**src/rtl/fetch_dispatch.sv**
```systemverilog
`default_nettype none
// ============================================================================
// Module      : fetch_dispatch
// Description : Instruction fetch / decode / dispatch sequencer. Fetches one
//               16-bit word per instruction from synchronous program memory,
//               splits it into opcode and two 6-bit operands, and hands it to
//               the matching execution unit with a level start. When that
//               unit reports done, a one-cycle donefetch pulse returns the
//               unit to idle. JMP and HALT are handled locally. Illegal
//               opcodes and hung units set a sticky error flag.
// Ports       : clk        - system clock, rising edge
//               rst        - asynchronous reset, active low
//               run        - leave IDLE and begin fetching
//               mem_addr   - program memory address (equals pc)
//               mem_rd     - read strobe, data returns on the next cycle
//               mem_data   - instruction word {op[3:0], p1[5:0], p2[5:0]}
//               parameter1 - operand 1 to execution units
//               parameter2 - operand 2 to execution units
//               start      - one-hot level start, one bit per unit
//               done       - per-unit completion flags
//               donefetch  - one-cycle completion pulse, resets the units
//               pc         - current program counter
//               halted     - HALT executed
//               err        - sticky illegal-opcode / watchdog flag
// Revision    : 1.0 - initial release
// ============================================================================
module fetch_dispatch #(
  parameter int PC_W      = 8,
  parameter int NUM_UNITS = 4,
  parameter int TIMEOUT   = 64
) (
  input  logic                 clk,
  input  logic                 rst,
  input  logic                 run,
  output logic [PC_W-1:0]      mem_addr,
  output logic                 mem_rd,
  input  logic [15:0]          mem_data,
  output logic [5:0]           parameter1,
  output logic [5:0]           parameter2,
  output logic [NUM_UNITS-1:0] start,
  input  logic [NUM_UNITS-1:0] done,
  output logic                 donefetch,
  output logic [PC_W-1:0]      pc,
  output logic                 halted,
  output logic                 err
);

  localparam int              WD_W    = $clog2(TIMEOUT);
  localparam logic [WD_W-1:0] WD_LAST = WD_W'(TIMEOUT - 1);
  localparam logic [3:0]      OP_JMP  = 4'hE;
  localparam logic [3:0]      OP_HALT = 4'hF;

  typedef enum logic [2:0] {
    S_IDLE   = 3'd0,
    S_FETCH  = 3'd1,
    S_LOAD   = 3'd2,
    S_DECODE = 3'd3,
    S_EXEC   = 3'd4,
    S_DONE   = 3'd5,
    S_HALT   = 3'd6
  } state_t;

  state_t                 state;
  state_t                 next_state;
  logic [15:0]            ir;
  logic                   jump;
  logic [WD_W-1:0]        wd;
  logic [3:0]             op;
  logic [NUM_UNITS-1:0]   unit_sel;
  logic                   op_is_unit;
  logic                   done_hit;
  logic                   err_set;

  assign op         = ir[15:12];
  assign parameter1 = ir[11:6];
  assign parameter2 = ir[5:0];
  assign mem_addr   = pc;

  // One-hot unit select straight from the opcode; all-zero for JMP, HALT
  // and illegal opcodes, which keeps done bits of other units out of play.
  always_comb begin
    unit_sel = '0;
    for (int i = 0; i < NUM_UNITS; i++) begin
      unit_sel[i] = (op == 4'(i));
    end
  end

  assign op_is_unit = |unit_sel;
  assign done_hit   = |(done & unit_sel);

  always_ff @(posedge clk or negedge rst) begin
    if (!rst) begin
      state <= S_IDLE;
    end else begin
      state <= next_state;
    end
  end

  always_comb begin
    next_state = state;
    mem_rd     = 1'b0;
    start      = '0;
    donefetch  = 1'b0;
    halted     = 1'b0;
    err_set    = 1'b0;
    unique case (state)
      S_IDLE: begin
        if (run) next_state = S_FETCH;
      end
      S_FETCH: begin
        mem_rd     = 1'b1;
        next_state = S_LOAD;
      end
      S_LOAD: begin
        next_state = S_DECODE;
      end
      S_DECODE: begin
        if (op_is_unit) begin
          next_state = S_EXEC;
        end else if (op == OP_JMP) begin
          next_state = S_DONE;
        end else if (op == OP_HALT) begin
          next_state = S_HALT;
        end else begin
          err_set    = 1'b1;
          next_state = S_DONE;
        end
      end
      S_EXEC: begin
        start = unit_sel;
        // done is checked first so a completion on the watchdog's last
        // cycle is accepted without flagging an error.
        if (done_hit) begin
          next_state = S_DONE;
        end else if (wd == WD_LAST) begin
          err_set    = 1'b1;
          next_state = S_DONE;
        end
      end
      S_DONE: begin
        donefetch  = 1'b1;
        next_state = S_FETCH;
      end
      S_HALT: begin
        halted = 1'b1;
      end
      default: begin
        next_state = S_IDLE;
      end
    endcase
  end

  always_ff @(posedge clk or negedge rst) begin
    if (!rst) begin
      ir   <= '0;
      pc   <= '0;
      jump <= 1'b0;
      wd   <= '0;
      err  <= 1'b0;
    end else begin
      if (state == S_LOAD) begin
        ir <= mem_data;
      end
      if (state == S_DECODE) begin
        wd   <= '0;
        jump <= (op == OP_JMP);
      end
      if (state == S_EXEC) begin
        wd <= wd + 1'b1;
      end
      if (state == S_DONE) begin
        pc   <= jump ? ir[PC_W-1:0] : pc + 1'b1;
        jump <= 1'b0;
      end
      if (err_set) begin
        err <= 1'b1;
      end
    end
  end

endmodule
`default_nettype wire
```
**config.mk**
```make
export PLATFORM = sky130hd
export DESIGN_NAME = fetch_dispatch
export DESIGN_NICKNAME = d
export VERILOG_FILES = /design/src/rtl/fetch_dispatch.sv
export SDC_FILE = /design/constraint.sdc
export NUM_CORES = 1
export LEC_CHECK = 0
export CORE_MARGIN = 1
export CORE_UTILIZATION = 42
export DETAILED_ROUTE_END_ITERATION = 16
export PLACE_DENSITY = 0.87
export SLEW_MARGIN = 20
export SYNTH_ARGS = -nofsm -noshare
export SYNTH_HDL_FRONTEND = slang
export SYNTH_SLANG_ARGS = --single-unit
```
**constraint.sdc**
```tcl
create_clock -name clk -period 1.5 [get_ports clk]
set_input_delay 0.15 -clock clk [delete_from_list [all_inputs] [get_ports clk]]
set_output_delay 0.15 -clock clk [all_outputs]
set_load 0.02 [all_outputs]
```
==> flow_summary.toml <==
[status]
status = "complete, but fails checks"
violations = "setup timing"

[job]
drv_cap = 0

[setup_path]
cp_max_fo = 5
endpoint_kind = "register"
path_class = "reg2reg"
required_ns = 1.67
worst-endpoint-arrival_ns = 1.71
startpoint_type = "register"

[floorplan]
die-width_um = 70.1
coreArea_sq_um = 4410
die_y_um = 70.1
initial_utilization = 0.442
rows = 24
die-area_sq_um = 4920
ios = 59

[pwr]
power.switching_mw = 2.28
p_int_mw = 3.73
peakVddDrop_mv = 1.01
combPwrFrac = 0.598
p_leak_nw = 1.40
switching_share = 0.379
power_frac_clock = 0.125
p_seq_frac = 0.277
powerDensity_nw_per_um2 = 2060

[sta]
finalMaxSlewViolations = 0
hold_viol = 0
clock.fmax_mhz = 648
min_period_over_period = 1.03
fin_ws_ns = -0.0428
setup_violations = 20
min_period_ns = 1.54
timing.slew.headroom = 0.677
tightest_slew_ns = 0.485
finClkSkew_ns = 0.00399
rsz0062_at_grt = "true"

[clocking]
numCtsBuffers = 5
cts_sinks = 35
clock_path_buffers = 2
cts_tree = "yes"
cts.clk_slew.worst_paths_ns = 0.07
h-tree-depth = 2
root_buffer = "clkbuf_8"
worstSkewPairLatency_ns = 0.28

[grt]
grt_max_degree = 22
antenna_found_initial = 0
track_usage = 0.196
grt.overflow.total = 0
grt_pass1_wl_mm = 7.44
grt_pass1_vias = 1607

[synth]
synth_ff_type = "dfrtp_1"
syn_nets = 212
synth_edf_count = 0
ys_warn_count = 0
synthTopCellsByArea = "dfrtp_1 45%, mux2_2 9.8%, buf_4 8.9%, a22o_1 3.6%, nor2_1 3.3%"
synth.top_cell.area_share = 0.449
synth_cells = 187
yosysTopAreaCell = "dfrtp_1"
synth.yosys.seq_area_share = 0.449
ys_ff_latch = 35
syn_area_sq_um = 1950
async_reset_ff_frac = 1.00
avgSynthCellArea_sq_um = 10.4
ys_types = 37

[cells_and_area]
antenna_cells = 0
layout_common_cells = "35 x dfrtp_1, 34 x clkdlybuf4s50_1, 30 x buf_4"
instances_no_fill = 312
drive_above_1_share = 0.327
layout_commonest_cell = "dfrtp_1"
syn_to_final_growth_pct = 49.7
utilization = 0.661
fin_nets = 284

[placement]
port_buffers = 58
place.detailed.hpwl_mm = 3.18
dpl.cell_count = 291
gp_congestion = 0.778

[detailed_routing]
routedWlPerCell_um = 15.1
wirelength_mm = 4.72
drc_errors = 0
dr.pass1.iters = 4
final_antenna_net_count = 0
dr.first_iter.drc_count = 57
vias = 1702
via_per_inst = 5.46

[hold_path]
worst_hold_path_type = "in2async"
-- metrics by stage --
stage          hold WS (ns)  total power, mW  area, sq um  setup TNS (ns)  worst slack (ns)
2_1_floorplan        -0.146             3.62         1950               0            0.0401
3_3_place_gp          0.140             4.57         2570          -0.936            -0.121
3_5_place_dp          0.146             4.67         2570           -1.48            -0.188
4_1_cts               0.369             5.67         2760          -0.491           -0.0503
5_1_grt               0.403             6.37         2920           -2.12            -0.119
6_report              0.354             6.01         2920          -0.434           -0.0428
-- final timing paths --
kind,from,to,slack [ns],depth (start not counted)
min in group clk,mem_data[13],ir[13]$_DFFE_PN0P_,0.42,3
worst max-delay path,state[2]$_DFFE_PN0P_,ir[12]$_DFFE_PN0P_,-0.04,5
worst min-delay path,rst,ir[0]$_DFFE_PN0P_,0.35,2
worst max register to register,state[2]$_DFFE_PN0P_,ir[12]$_DFFE_PN0P_,-0.04,5
max in group asynchronous,rst,ir[5]$_DFFE_PN0P_,0.56,3
worst min register to register,wd[5]$_DFFE_PN0P_,wd[5]$_DFFE_PN0P_,0.47,1
-- metal layers --
| metal | global-route usage | routed length, um | vias to the layer above | part of all wire |
|---|---|---|---|---|
| li1 | - | - | 787 | - |
| met1 | 0.229 | 2010 | 848 | 0.43 |
| met2 | 0.337 | 2370 | 55 | 0.50 |
| met3 | 0.0476 | 224 | 12 | 0.047 |
| met4 | 0.0911 | 108 | 0 | 0.023 |
| met5 | 0 | 0 | - | 0 |
-- cells by family after synthesis --
family / synth area share
xor+xnor: 0.00449
fa+ha+maj: 0.0128
compound gates: 0.115
flops: 0.449
mux: 0.135
simple gates: 0.164
buf+inv: 0.119
-- layout make-up --
class	count	area, sq um
Multi-Input combinational cell	116	957
Clock buffer	8	100
Sequential cell	35	876
Tap cell	52	65.1
Fill cell	309	1500
Timing Repair Buffer	96	901
Inverter	5	18.8
-- power by group through the flow --
stage                     registers, mW  logic [mW]  clock network (mW)
after global routing               1.72        3.84               0.813
final                              1.66        3.60               0.750
after detailed placement           1.66        3.01                   0
after CTS                          1.65        3.25               0.769
after floorplan                    1.68        1.94                   0
after global placement             1.64        2.93                   0
-- worst max-delay path, stage by stage, from the launching register on --
cell and delay (ns):
dfrtp_1 0.40, buf_6 0.12, buf_6 0.11, nor3b_4 0.29, buf_6 0.19, mux2_4 0.31
-- timing repair --
| action | 4_1_cts | 5_1_grt |
|---|---|---|
| pin swaps | 1 | 10 |
| setup buffers | 8 | 6 |
| hold buffers | 1 | 0 |
| setup endpoints to repair | 40 | 38 |
| resized for setup | 59 | 42 |
| endpoints found under the hold margin | 20 | 0 |
| cloned | 1 | 1 |
-- synth_stat cells, drive strengths merged, types with 2 or more instances --
cell	number
nor3	2
o21ai	9
and3	4
inv	5
nand2	7
clkbuf	4
nor3b	4
nor2	17
mux2i	5
nand3	8
and3b	2
a22o	8
nand3b	2
ha	2
nand4	4
a21o	2
buf	27
and2	3
dfrtp	35
mux2	17
nand2b	3
a21oi	6
-- flip-flops by register name (all words and copies together) (netlist names) --
signal	cells
err	1
ir	16
jump	1
mem_addr	8
state	3
wd	6
No activity file was read; power rests on OpenSTA's default activity.
